===== src/rtl/send_cmd_scheduler.sv =====
// send_cmd_scheduler: per-channel command FIFOs feeding a round-robin arbiter
// that issues one DDR fetch command at a time, waits for completion with a
// timeout, and keeps sticky error and drop accounting.
//
// state       | meaning
// S_IDLE      | no command outstanding; grant when DDR ready and a FIFO has data
// S_ISSUE     | fetch_cmd_valid high, address/port held until the engine accepts
// S_WAIT_DONE | command accepted, counting cycles until fetch_done or timeout
module send_cmd_scheduler #(
    parameter int ADDR_W      = 25,
    parameter int FIFO_DEPTH  = 4,
    parameter int TIMEOUT_CYC = 65535
) (
    input  logic              clock_clk,
    input  logic              reset_reset_n,
    input  logic              ddr_ready_ram_ready,
    input  logic [ADDR_W-1:0] send_packet_1_control_start_ram_addr,
    input  logic              send_packet_1_control_cmd_send,
    input  logic [ADDR_W-1:0] send_packet_2_control_start_ram_addr,
    input  logic              send_packet_2_control_cmd_send,
    output logic [ADDR_W-1:0] fetch_cmd_start_ram_addr,
    output logic              fetch_cmd_port_sel,
    output logic              fetch_cmd_valid,
    input  logic              fetch_cmd_ready,
    input  logic              fetch_done,
    input  logic              err_clear,
    output logic              busy,
    output logic              timeout_err,
    output logic              drop_1,
    output logic              drop_2,
    output logic [7:0]        drop_cnt_1,
    output logic [7:0]        drop_cnt_2
);

    localparam int PTR_W = $clog2(FIFO_DEPTH);
    localparam int CNT_W = PTR_W + 1;
    localparam int TMO_W = (TIMEOUT_CYC > 1) ? $clog2(TIMEOUT_CYC) : 1;
    localparam logic [CNT_W-1:0] FULL_CNT = CNT_W'(FIFO_DEPTH);
    localparam logic [TMO_W-1:0] TMO_LAST = TMO_W'(TIMEOUT_CYC - 1);

    typedef enum logic [1:0] {
        S_IDLE      = 2'd0,
        S_ISSUE     = 2'd1,
        S_WAIT_DONE = 2'd2
    } state_t;

    state_t            r_state;
    state_t            w_state_nxt;
    logic [ADDR_W-1:0] r_mem   [2][FIFO_DEPTH];
    logic [PTR_W-1:0]  r_wptr  [2];
    logic [PTR_W-1:0]  r_rptr  [2];
    logic [CNT_W-1:0]  r_count [2];
    logic [ADDR_W-1:0] w_addr_in [2];
    logic [ADDR_W-1:0] w_pop_addr;
    logic [1:0]        w_req;
    logic [1:0]        w_full;
    logic [1:0]        w_nonempty;
    logic [1:0]        w_pop;
    logic [1:0]        w_push;
    logic [1:0]        w_drop;
    logic              w_grant;
    logic              w_grant_sel;
    logic              w_timeout;
    logic              r_busy;
    logic              r_valid;
    logic [ADDR_W-1:0] r_addr;
    logic              r_sel;
    logic              r_last_sel;
    logic [TMO_W-1:0]  r_tmo_cnt;
    logic              r_timeout_err;
    logic [1:0]        r_drop;
    logic [7:0]        r_drop_cnt [2];

    // FIFO occupancy status, kept apart from push/pop so the arbiter reads it loop-free
    always_comb begin
        for (int ch = 0; ch < 2; ch++) begin
            w_full[ch]     = (r_count[ch] == FULL_CNT);
            w_nonempty[ch] = (r_count[ch] != '0);
        end
    end

    // Push/pop/drop decisions; a full FIFO still accepts when it is popped this cycle
    always_comb begin
        w_req        = {send_packet_2_control_cmd_send, send_packet_1_control_cmd_send};
        w_addr_in[0] = send_packet_1_control_start_ram_addr;
        w_addr_in[1] = send_packet_2_control_start_ram_addr;
        for (int ch = 0; ch < 2; ch++) begin
            w_pop[ch]  = w_grant && (w_grant_sel == 1'(ch));
            w_push[ch] = w_req[ch] && (!w_full[ch] || w_pop[ch]);
            w_drop[ch] = w_req[ch] && w_full[ch] && !w_pop[ch];
        end
        w_pop_addr = r_mem[w_grant_sel][r_rptr[w_grant_sel]];
    end

    // Next-state and grant selection; the channel that did not win last time has priority
    always_comb begin
        w_state_nxt = r_state;
        w_grant     = 1'b0;
        w_grant_sel = 1'b0;
        w_timeout   = 1'b0;
        case (r_state)
            S_IDLE: begin
                if (ddr_ready_ram_ready && (|w_nonempty)) begin
                    w_grant     = 1'b1;
                    w_grant_sel = (&w_nonempty) ? ~r_last_sel : w_nonempty[1];
                    w_state_nxt = S_ISSUE;
                end
            end
            S_ISSUE: begin
                if (fetch_cmd_ready) w_state_nxt = S_WAIT_DONE;
            end
            S_WAIT_DONE: begin
                if (fetch_done) begin
                    w_state_nxt = S_IDLE;
                end else if (r_tmo_cnt == TMO_LAST) begin
                    w_timeout   = 1'b1;
                    w_state_nxt = S_IDLE;
                end
            end
            default: w_state_nxt = S_IDLE;
        endcase
    end

    // FIFO storage; contents need no reset since occupancy is tracked separately
    always_ff @(posedge clock_clk) begin
        for (int ch = 0; ch < 2; ch++) begin
            if (w_push[ch]) r_mem[ch][r_wptr[ch]] <= w_addr_in[ch];
        end
    end

    // FIFO pointers and occupancy; pointers wrap naturally at the power-of-2 depth
    always_ff @(posedge clock_clk or negedge reset_reset_n) begin
        if (!reset_reset_n) begin
            for (int ch = 0; ch < 2; ch++) begin
                r_wptr[ch]  <= '0;
                r_rptr[ch]  <= '0;
                r_count[ch] <= '0;
            end
        end else begin
            for (int ch = 0; ch < 2; ch++) begin
                if (w_push[ch]) r_wptr[ch] <= r_wptr[ch] + PTR_W'(1);
                if (w_pop[ch])  r_rptr[ch] <= r_rptr[ch] + PTR_W'(1);
                if (w_push[ch] && !w_pop[ch])      r_count[ch] <= r_count[ch] + CNT_W'(1);
                else if (!w_push[ch] && w_pop[ch]) r_count[ch] <= r_count[ch] - CNT_W'(1);
            end
        end
    end

    // State register plus registered command outputs, timeout counter and sticky error
    always_ff @(posedge clock_clk or negedge reset_reset_n) begin
        if (!reset_reset_n) begin
            r_state       <= S_IDLE;
            r_busy        <= 1'b0;
            r_valid       <= 1'b0;
            r_addr        <= '0;
            r_sel         <= 1'b0;
            r_last_sel    <= 1'b1;
            r_tmo_cnt     <= '0;
            r_timeout_err <= 1'b0;
        end else begin
            r_state <= w_state_nxt;
            r_busy  <= (w_state_nxt != S_IDLE);
            r_valid <= (w_state_nxt == S_ISSUE);
            if (w_grant) begin
                r_addr     <= w_pop_addr;
                r_sel      <= w_grant_sel;
                r_last_sel <= w_grant_sel;
            end
            if (r_state == S_ISSUE)          r_tmo_cnt <= '0;
            else if (r_state == S_WAIT_DONE) r_tmo_cnt <= r_tmo_cnt + TMO_W'(1);
            if (w_timeout)      r_timeout_err <= 1'b1;
            else if (err_clear) r_timeout_err <= 1'b0;
        end
    end

    // Drop pulses and saturating drop counters; a drop coinciding with err_clear counts as 1
    always_ff @(posedge clock_clk or negedge reset_reset_n) begin
        if (!reset_reset_n) begin
            r_drop <= '0;
            for (int ch = 0; ch < 2; ch++) r_drop_cnt[ch] <= '0;
        end else begin
            r_drop <= w_drop;
            for (int ch = 0; ch < 2; ch++) begin
                if (err_clear)
                    r_drop_cnt[ch] <= {7'd0, w_drop[ch]};
                else if (w_drop[ch] && (r_drop_cnt[ch] != 8'hFF))
                    r_drop_cnt[ch] <= r_drop_cnt[ch] + 8'd1;
            end
        end
    end

    assign fetch_cmd_start_ram_addr = r_addr;
    assign fetch_cmd_port_sel       = r_sel;
    assign fetch_cmd_valid          = r_valid;
    assign busy                     = r_busy;
    assign timeout_err              = r_timeout_err;
    assign drop_1                   = r_drop[0];
    assign drop_2                   = r_drop[1];
    assign drop_cnt_1               = r_drop_cnt[0];
    assign drop_cnt_2               = r_drop_cnt[1];

endmodule


===== config.mk =====
export PLATFORM = sky130hd
export DESIGN_NAME = send_cmd_scheduler
export DESIGN_NICKNAME = d
export VERILOG_FILES = /design/src/rtl/send_cmd_scheduler.sv
export SDC_FILE = /design/constraint.sdc
export NUM_CORES = 1
export LEC_CHECK = 0
export BUFFER_PORTS_ARGS = -buffer_cell sky130_fd_sc_hd__buf_2
export CAP_MARGIN = 20
export CORE_ASPECT_RATIO = 1.4
export CORE_MARGIN = 2
export CORE_UTILIZATION = 59
export DETAILED_ROUTE_END_ITERATION = 10
export PLACE_DENSITY_LB_ADDON = 0.08
export SYNTH_ARGS = -nofsm -noshare
export SYNTH_HDL_FRONTEND = slang
export SYNTH_SLANG_ARGS = --single-unit

===== constraint.sdc =====
create_clock -name clock_clk -period 3.6 [get_ports clock_clk]
set_input_delay 0.54 -clock clock_clk [delete_from_list [all_inputs] [get_ports clock_clk]]
set_output_delay 0.54 -clock clock_clk [all_outputs]
set_load 0.05 [all_outputs]

==> impl_results.md, run 1 <==
* Crit-path cells: inv_1 -> ha_1 -> nand2_1 -> nor3_4 -> inv_2 -> a31oi_4 -> ha_1 -> inv_1 -> fa_1 -> xor2_1 -> nor2_1 -> xor2_1
* Synthesis-to-layout area growth at 14.20%
* Setup CP Type: reg2reg
* First-pass GRT wire length at 37510 um
* Vias at 6946
* Global routing met3 resource utilization at 0.03867
* VDD IR max at 0.6382 mV
* Ys Warns at 0
* Met1 Usage GRT at 0.2663
* Hold Path Class: in2async
* Largest net degree at the start of global routing at 86
* PostCTS Resize Cnt at 0
* Average size of a mapped cell at 14.23 um^2
* Mapped Cells at 822
* Post-route ant nets at 0
* GP Congestion at between 0.9 and 1
* CP arrival at 3.29 ns
* F_max at approximately 350 MHz
* Vias in the first global route at 7045
* # setup viols final at 0
* GR Overflow Total at 0
* Critical Path RT at ~4.1 ns
* Startpoint types: register
* Final hold violations at 0
* Post-cts hold buffer count at 0
* Max-slew violation count at 0
* Core region area at 19370 um^2
* CP max FO at 7
* Max-cap violations at 0
* Slowest stage delay, CP at between 0.4 and 0.5 ns
* Total track usage at 0.2406
* IO Pins at 105
* Number of enable flip-flop cells after synthesis at 200
* GRT busiest layer: met2
* Cell variety after synth at 52
* Cell Count Post-Placement at between 1000 and 1500
* Register share of total power at 0.427
* Clk sinks at 280
* Non-filler instance count after layout at about 1200
* Pint at between 0.007 and 0.008 W
* Final worst-path cycle share at 0.7891
* Routed vias/inst at 5.779
* Worst slew margin at 0.4038
* CP max stage cell: dfrtp_1
* Mapped Nets at 900
* Fin nets at between 1000 and 1500
* Grt met2 use at 0.4490
* Worst-Margin Slew at 0.8874 ns
* Die Y at 170.6 um
* Ys async rst share at 0.2857
* Launching point of the worst reg2reg path: r_state[0]
* Clk buf depth at 3
* # Post-CTS Setup Buffers at 0
* Reg2Reg Setup Slack at ~0.76 ns
* Site Rows at 60
* Final min period at 2.841 ns
* Dpl hpwl at about 17000 um
* Worst setup EP type: register
* Cell family with most CP delay: adder cells
* P_sw at 0.004120 W
* Latest clock arrival within the worst-skew pair at approximately 0.53 ns
* Initial antenna violation count at 1
* Worst clock skew at 0.02044 ns
* Reg2Reg Depth at 12
* CTS tree: yes
* Gate power share at 0.330
* Avg WL per Cell at between 20 and 25 um
* 1st-pass router iterations at 5
* Total CTS buffers at 27
* Share of cells above drive strength 1 at 0.2350
* Root buffer cell: clkbuf_16
* Most frequent cells in the layout: edfxtp_1, buf_2, dfrtp_1, nand2_1, nor2_1
* Commonest non-fill, non-tap cell in the layout: edfxtp_1
* Status: complete, no violations
* RSZ-0062 raised after global routing: no
* Lkg Pwr at ~5.2 nW
* Clock transition at path regs at 0.07 ns
* Sw frac at 0.3658
* CP bufs+invs at 3
* R2r endpoint: r_count[2]
* DRT Wirelength at 25000 um
* Mapped Area at 11700 um^2
* # DRC at 0
* Clock network power share at 0.243
* #FFs+latches synth at 280
* Top FF cell, synth: edfxtp_1
* Initial Utilization at 0.6039
* PD cells at 843.1 nW/um^2
* H-Tree Depth at 1
* Sequential fraction of the synthesis area at 0.6847
* Initial DRC Count at 683
* Total Die Area at ~21000 um^2
* Die X at about 120 um
* Post-route setup TNS at 0 ns
* Port Buf Inserts at 104
how the worst max path moves through the flow:
stage / from / to / cells after the start
2_1_floorplan: r_state[0] / r_count[2] / 12
3_3_place_gp: r_state[0] / r_count[2] / 12
3_5_place_dp: r_state[0] / r_count[2] / 12
4_1_cts: r_state[0] / r_count[2] / 12
5_1_grt: r_state[0] / r_count[2] / 12
6_report: r_state[0] / r_count[2] / 12
cell usage after synthesis (all sizes together) (13+ instances only):
master  instances  area [um^2]
dfrtp          79         1977
nor2           63        236.5
o21ai          13        76.33
nand3          30        150.1
xor2           15        131.4
mux2           48        540.5
nor3           17        95.09
inv            19        71.31
nand2          68        255.2
a21oi          13        80.08
edfxtp        200         6006
o211ai         36        270.3
buf            19        95.10
clkbuf         17        63.81
ha             18        225.2
xnor2          18        157.7
mux2i          59        590.6
a31oi          17        121.4
metal layers:
layer,part of all wire,up-vias
met4,0.044,0
met3,0.048,59
li1,-,3268
met2,0.55,189
met1,0.36,3430
met5,0,-
kinds of logic after synthesis:
| kind of cell | count (synthesis) | synth area share |
|---|---|---|
| simple gates | 225 | 0.08975 |
| mux | 107 | 0.09671 |
| compound gates | 101 | 0.06140 |
| flops | 280 | 0.6847 |
| xor+xnor | 33 | 0.02471 |
| fa+ha+maj | 20 | 0.02268 |
| buf+inv | 56 | 0.02000 |
power groups by stage:
stage	combinational, W	clock, W	sequential (W)
final	0.00371	0.00274	0.00481
after global routing	0.00401	0.00292	0.00488
after CTS	0.00377	0.00279	0.00480
after detailed placement	0.00375	0	0.00486
after global placement	0.00364	0	0.00481
after floorplan	0.00229	0	0.00515
metrics by stage:
step	total power, W	instance area [um^2]	utilization	hold WS (ns)	worst slack (ns)
after floorplan	0.007446	11700	-	0.2444	1.012
after global placement	0.008456	12480	0.6446	0.4606	0.9337
after detailed placement	0.008611	12480	0.6446	0.4630	0.7804
after CTS	0.01136	13350	0.6895	0.1267	0.7521
after global routing	0.01182	13350	0.6895	0.1466	0.5231
final	0.01126	13360	0.6896	0.09257	0.7592
final cells by class:
cell class | instances | area, um^2
fill | 1363 | 6012
tap | 248 | 310.3
antenna | 1 | 2.502
clock inverter | 11 | 117.6
clock buffer | 38 | 752.0
inverter | 20 | 75.07
sequential | 280 | 8011
multi-input combinational | 486 | 3460
timing repair buffer | 118 | 628.1
registers in the layout, indices dropped and copies added, names as in the netlist:
register and count:
r_mem 200, r_drop 2, fetch_cmd_port_sel 1, fetch_cmd_valid 1, busy 1, r_tmo_cnt 16, drop_cnt_2 8, r_state 2
timeout_err 1, fetch_cmd_start_ram_addr 25, r_count 6, drop_cnt_1 8, r_last_sel 1, r_rptr 4, r_wptr 4
No activity file was read; power rests on OpenSTA's default activity.
==> run 2: changes to the inputs <==
--- a/config.mk
+++ b/config.mk
@@ -9,7 +9,7 @@
 export CAP_MARGIN = 20
 export CORE_ASPECT_RATIO = 1.4
 export CORE_MARGIN = 2
-export CORE_UTILIZATION = 59
+export CORE_UTILIZATION = 54
 export DETAILED_ROUTE_END_ITERATION = 10
 export PLACE_DENSITY_LB_ADDON = 0.08
 export SYNTH_ARGS = -nofsm -noshare
==> constraint.sdc (replaced) <==
create_clock -name clock_clk -period 2.51 [get_ports clock_clk]
set_input_delay 0.3765 -clock clock_clk [delete_from_list [all_inputs] [get_ports clock_clk]]
set_output_delay 0.3765 -clock clock_clk [all_outputs]
set_load 0.05 [all_outputs]
==> impl_results.md, run 2 (same netlist as run 1, synthesis figures left out) <==
* Status: complete, no violations (unchanged)
* H-Tree Depth at 1 (unchanged)
* Site Rows at 63 (was 60)
* Hold EP: r_mem[1][65]
* Root buffer cell: clkbuf_16 (unchanged)
* Fin nets at 1040 (was 1011)
* Final min period at 2.378 ns (was 2.841 ns)
* Initial antenna violation count at 0 (was 1)
* Lkg Pwr at 5.373 nW (was 5.191 nW)
* Latest clock arrival within the worst-skew pair at 0.52 ns (was 0.53 ns)
* Worst setup EP type: register (unchanged)
* Post-route ant nets at 0 (unchanged)
* Port Buf Inserts at 104 (unchanged)
* Register share of total power at 0.404 (was 0.427)
* CP arrival at 2.83 ns (was 3.29 ns)
* Die X at 128.4 um (was 123.0 um)
* F_max at 420.6 MHz (was 352.0 MHz)
* Max-slew violation count at 0 (unchanged)
* Clk sinks at 280 (unchanged)
* Most frequent cells in the layout: edfxtp_1, buf_2, dfrtp_1, nand2_1, nor2_1 (unchanged)
* Die Y at 178.1 um (was 170.6 um)
* DP Worst Slack at 0.02446 ns (was 0.7804 ns)
* IO Pins at 105 (unchanged)
* Worst slew margin at 0.4775 (was 0.4038)
* Area of the multi-input gates at 3483 um^2 (was 3460 um^2)
* Critical Path RT at 2.96 ns (was 4.05 ns)
* Final worst-path cycle share at 0.9473 (was 0.7891)
* Reg2Reg Depth at 12 (unchanged)
* Antenna cells at 0 (was 1)
* Vias in the first global route at 7363 (was 7045)
* GR Overflow Total at 0 (unchanged)
* Max-cap violations at 0 (unchanged)
* GP Congestion at 0.9258 (was 0.9153)
* Launching point of the worst reg2reg path: r_state[0] (unchanged)
* Hold Crit Depth at 1
* 1st-pass router iterations at 5 (unchanged)
* Final instance area at 13750 um^2 (was 13360 um^2)
* Startpoint types: register (unchanged)
* Initial DRC Count at 415 (was 683)
* Design Power at 0.01666 W (was 0.01126 W)
* Final hold violations at 0 (unchanged)
* Pint at 0.01064 W (was 0.007141 W)
* Clock transition at path regs at 0.07 ns (about the same)
* Share of cells above drive strength 1 at 0.2627 (was 0.2350)
* Critical Path Start: r_state[0] (unchanged)
* Dpl hpwl at 17760 um (was 17230 um)
* Routed vias/inst at 5.767 (was 5.779)
* P_sw at 0.006023 W (was 0.004120 W)
* Reg2Reg Setup Slack at 0.13 ns (was 0.76 ns)
* Initial Utilization at 0.5516 (was 0.6039)
* Worst clock skew at 0.01059 ns (was 0.02044 ns)
* # DRC at 0 (unchanged)
* First-pass GRT wire length at 39510 um (was 37510 um)
* Vias at 7162 (was 6946)
* Sw frac at 0.3615 (was 0.3658)
* Largest net degree at the start of global routing at 86 (unchanged)
* Total Die Area at 22870 um^2 (was 20980 um^2)
* Gate power share at 0.358 (was 0.330)
* Post-Place Cell Area at 12750 um^2 (was 12480 um^2)
* Final Util at 0.6483 (was 0.6896)
* # setup viols final at 0 (unchanged)
* PD cells at 1212 nW/um^2 (was 843.1 nW/um^2)
* CP max FO at 4 (was 7)
* Final Worst Setup Slack at 0.1322 ns (was 0.7592 ns)
* Register area at 8013 um^2 (was 8011 um^2)
* Setup CP Type: reg2reg (unchanged)
* HP Start: send_packet_2_control_start_ram_addr[15]
* R2r endpoint: r_count[2] (unchanged)
* Synthesis-to-layout area growth at 17.53% (was 14.20%)
* Clock network power share at 0.238 (was 0.243)
* Total track usage at 0.2295 (was 0.2406)
* Hold Path Class: in2reg (was in2async)
* Max reg flops at 200 (unchanged)
* DRT Wirelength at 25690 um (was 25000 um)
* Total CTS buffers at 27 (unchanged)
* Avg WL per Cell at 20.68 um (was 20.80 um)
* Filler cells at 1536 (was 1363)
* Core region area at 21200 um^2 (was 19370 um^2)
* CTS tree: yes (unchanged)
* Commonest non-fill, non-tap cell in the layout: edfxtp_1 (unchanged)
* VDD IR max at 0.7913 mV (was 0.6382 mV)
* Clk buf depth at 3 (unchanged)
* Worst-Margin Slew at 0.7838 ns (was 0.8874 ns)
## run 2: cell types whose count changed in the layout (fill, tap and decap cells not counted), moves of 2 or more
| cell | change |
|---|---|
| clkbuf_8 | +3 |
| buf_12 | +10 |
| clkbuf_4 | -4 |
| ha_1 | -2 |
| clkinv_4 | -2 |
| clkinvlp_2 | +2 |
| clkinv_2 | +3 |
| buf_4 | +18 |
## run 2: how the worst max path moves through the flow
stage	to	depth (start not counted)
floorplan	r_count[2]	12
global placement	r_count[2]	12
detailed placement	r_count[2]	12
CTS	r_count[2]	12
global route	r_count[2]	12
finish	r_count[2]	12
## run 2: final cells by class
cell class | count | share of cell area
multi-input combinational | 486 | 0.2534
clock inverter | 12 | 0.008283
clock buffer | 37 | 0.05552
sequential | 280 | 0.5829
inverter | 20 | 0.005461
timing repair buffer | 147 | 0.07081
tap | 260 | 0.02366
## run 2: through the flow
step / hold WS, ns / cells / TNS [ns]
after floorplan: 0.08091 / 822 / 0
after global placement: 0.3987 / 1181 / 0
after detailed placement: 0.4156 / 1181 / 0
after CTS: 0.04511 / 1231 / 0
after global routing: 0.04715 / 1242 / -0.01367
final: 0.05945 / 1242 / 0
## run 2: what timing repair did
action	4_1_cts	5_1_grt
hold endpoints to repair	38	0
gates resized for setup	0	6
setup buffers	0	11
endpoints found under the setup margin	0	4
hold buffers	1	0
## run 2: metal layers
| layer | GRT usage | part of all wire |
|---|---|---|
| met1 | 0.2559 | 0.35 |
| met4 | 0.1168 | 0.052 |
| met2 | 0.4244 | 0.54 |
| met5 | 0 | 0 |
| met3 | 0.03149 | 0.051 |
## run 2: worst max-delay path, cell delays in order, from the launching register on
cell	delay (ns)
dfrtp_1	0.41
inv_2	0.11
ha_4	0.16
nand2_2	0.08
nor3_4	0.20
inv_2	0.09
a31oi_4	0.20
ha_2	0.21
inv_1	0.05
fa_1	0.37
xor2_1	0.15
nor2_1	0.12
xor2_1	0.14
## run 2: power groups by stage
stage	clock network, W	logic (W)	registers [W]
6_report	0.00397	0.00597	0.00673
5_1_grt	0.00423	0.00645	0.00684
4_1_cts	0.00405	0.00584	0.00672
3_5_place_dp	0	0.00583	0.00681
3_3_place_gp	0	0.00564	0.00675
2_1_floorplan	0	0.00330	0.00739
==> run 3: changes to the inputs <==
--- a/config.mk
+++ b/config.mk
@@ -12,6 +12,7 @@
 export CORE_UTILIZATION = 54
 export DETAILED_ROUTE_END_ITERATION = 10
 export PLACE_DENSITY_LB_ADDON = 0.08
+export SETUP_SLACK_MARGIN = 0.2
 export SYNTH_ARGS = -nofsm -noshare
 export SYNTH_HDL_FRONTEND = slang
 export SYNTH_SLANG_ARGS = --single-unit
==> impl_results.md, run 3 (same netlist as run 1, synthesis figures left out) <==
* Status: complete, no violations (unchanged)
* Post-route setup TNS at 0 ns (unchanged)
* 1st-pass router iterations at 5 (unchanged)
* GR Overflow Total at 0 (unchanged)
* Core region area at 21200 um^2 (unchanged)
* Post-route ant nets at 0 (unchanged)
* IO Pins at 105 (unchanged)
* Clk sinks at 280 (unchanged)
* Initial DRC Count at 412 (was 415)
* # setup viols final at 0 (unchanged)
* Setup CP Type: reg2reg (unchanged)
* Worst setup EP type: register (unchanged)
* Total CTS buffers at 27 (unchanged)
* Design Power at 0.01677 W (was 0.01666 W)
* VDD IR max at 0.7066 mV (was 0.7913 mV)
* Site Rows at 63 (unchanged)
* First-pass GRT wire length at 39500 um (was 39510 um)
* Most frequent cells in the layout: edfxtp_1, buf_2, dfrtp_1, nand2_1, nor2_1 (unchanged)
* Synthesis-to-layout area growth at 18.10% (was 17.53%)
* DP Worst Slack at 0.07079 ns (was 0.02446 ns)
* Sw frac at 0.3623 (was 0.3615)
* Hold Path Class: in2reg (unchanged)
* Total Die Area at 22870 um^2 (unchanged)
* Vias at 7109 (was 7162)
* CTS tree: yes (unchanged)
* Filler cells at 1559 (was 1536)
* Final worst-path cycle share at 0.9216 (was 0.9473)
* Latest clock arrival within the worst-skew pair at 0.53 ns (was 0.52 ns)
* Max reg flops at 200 (unchanged)
* Die X at 128.4 um (unchanged)
* Hold Crit Depth at 1 (unchanged)
* Pint at 0.01069 W (was 0.01064 W)
* Final min period at 2.313 ns (was 2.378 ns)
* Reg2Reg Setup Slack at 0.20 ns (was 0.13 ns)
* Initial Utilization at 0.5516 (unchanged)
* Reg2Reg Depth at 10 (was 12)
* Root buffer cell: clkbuf_16 (unchanged)
* Worst clock skew at 0.01036 ns (was 0.01059 ns)
* Die Y at 178.1 um (unchanged)
* Routed vias/inst at 5.719 (was 5.767)
* H-Tree Depth at 1 (unchanged)
* CP max FO at 3 (was 4)
* Register share of total power at 0.401 (was 0.404)
* Total track usage at 0.2290 (was 0.2295)
* RSZ-0062 raised after global routing: yes
* Startpoint types: register (unchanged)
* Final Worst Setup Slack at 0.1968 ns (was 0.1322 ns)
* Avg WL per Cell at 20.94 um (was 20.68 um)
* Hold WS at 0.05798 ns (was 0.05945 ns)
* Final hold violations at 0 (unchanged)
* Max-slew violation count at 0 (unchanged)
* Largest net degree at the start of global routing at 86 (unchanged)
* Worst slew margin at 0.4692 (was 0.4775)
* Commonest non-fill, non-tap cell in the layout: edfxtp_1 (unchanged)
* Port Buf Inserts at 104 (unchanged)
* Gate power share at 0.367 (was 0.358)
* Antenna cells at 0 (unchanged)
* Clk buf depth at 3 (unchanged)
* Initial antenna violation count at 0 (unchanged)
* Dpl hpwl at 17630 um (was 17760 um)
* Clock network power share at 0.232 (was 0.238)
* Clock transition at path regs at 0.06 ns (was 0.07 ns)
* # DRC at 0 (unchanged)
* DRT Wirelength at 26020 um (was 25690 um)
* GP Congestion at 0.9098 (was 0.9258)
* Max-cap violations at 0 (unchanged)
* Lkg Pwr at 5.378 nW (was 5.373 nW)
* Fin nets at 1041 (was 1040)
* Vias in the first global route at 7367 (was 7363)
* CP arrival at 2.76 ns (was 2.83 ns)
* F_max at 432.3 MHz (was 420.6 MHz)
* Share of cells above drive strength 1 at 0.2747 (was 0.2627)
* Critical Path RT at 2.95 ns (was 2.96 ns)
* PD cells at 1214 nW/um^2 (was 1212 nW/um^2)
* Worst-Margin Slew at 0.7961 ns (was 0.7838 ns)
* P_sw at 0.006074 W (was 0.006023 W)
* Final Util at 0.6514 (was 0.6483)
-- run 3: power groups by stage --
stage | logic, W | registers [W] | clock network [W]
3_5_place_dp | 0.00584 | 0.00684 | 0
5_1_grt | 0.00660 | 0.00682 | 0.00414
2_1_floorplan | 0.00334 | 0.00740 | 0
4_1_cts | 0.00609 | 0.00673 | 0.00396
6_report | 0.00615 | 0.00673 | 0.00389
3_3_place_gp | 0.00566 | 0.00678 | 0
-- run 3: layer usage --
layer / global-route usage / routed length [um] / share of wire / vias up
li1: - / - / - / 3335
met1: 0.2492 / 9395 / 0.36 / 3510
met2: 0.4344 / 14220 / 0.55 / 198
met3: 0.03389 / 1168 / 0.045 / 66
met4: 0.1039 / 1235 / 0.047 / 0
met5: 0 / 0 / 0 / -
-- run 3: critical path, cell delays in order, from the launching register on --
cell,delay (ns)
dfrtp_2,0.42
o31a_1,0.33
nor3_4,0.23
inv_2,0.08
a31oi_4,0.19
ha_4,0.17
inv_2,0.04
fa_2,0.33
xor2_1,0.15
nor2_1,0.12
xor2_1,0.16
-- run 3: worst paths after layout --
kind	endpoint	startpoint
max	r_count[2]	r_count[4]
min	r_mem[0][63]	send_packet_1_control_start_ram_addr[13]
max reg2reg	r_count[2]	r_count[4]
min reg2reg	fetch_cmd_start_ram_addr[6]	fetch_cmd_start_ram_addr[6]
max in group asynchronous	fetch_cmd_start_ram_addr[10]	reset_reset_n
min in group asynchronous	r_tmo_cnt[3]	reset_reset_n
-- run 3: timing repair --
action	in CTS	in global routing
setup buffers	9	7
hold buffers	1	0
endpoints found under the setup margin	6	126
gates resized for setup	11	7
pin swaps	4	6
hold endpoints to repair	49	0
-- run 3: final cells by class --
type,instances,area (um^2),share of cell area
sequential,280,8018,0.5804
multi-input combinational,486,3536,0.2560
timing repair buffer,148,1006,0.07283
clock buffer,38,747.0,0.05408
tap,260,325.3,0.02355
clock inverter,11,106.4,0.007699
inverter,20,75.07,0.005435
-- run 3: per-stage QoR --
| step | std cells | area [um^2] |
|---|---|---|
| after detailed placement | 1177 | 12760 |
| final | 1243 | 13810 |
| after global placement | 1177 | 12760 |
| after floorplan | 822 | 11730 |
| after CTS | 1236 | 13740 |
| after global routing | 1243 | 13810 |
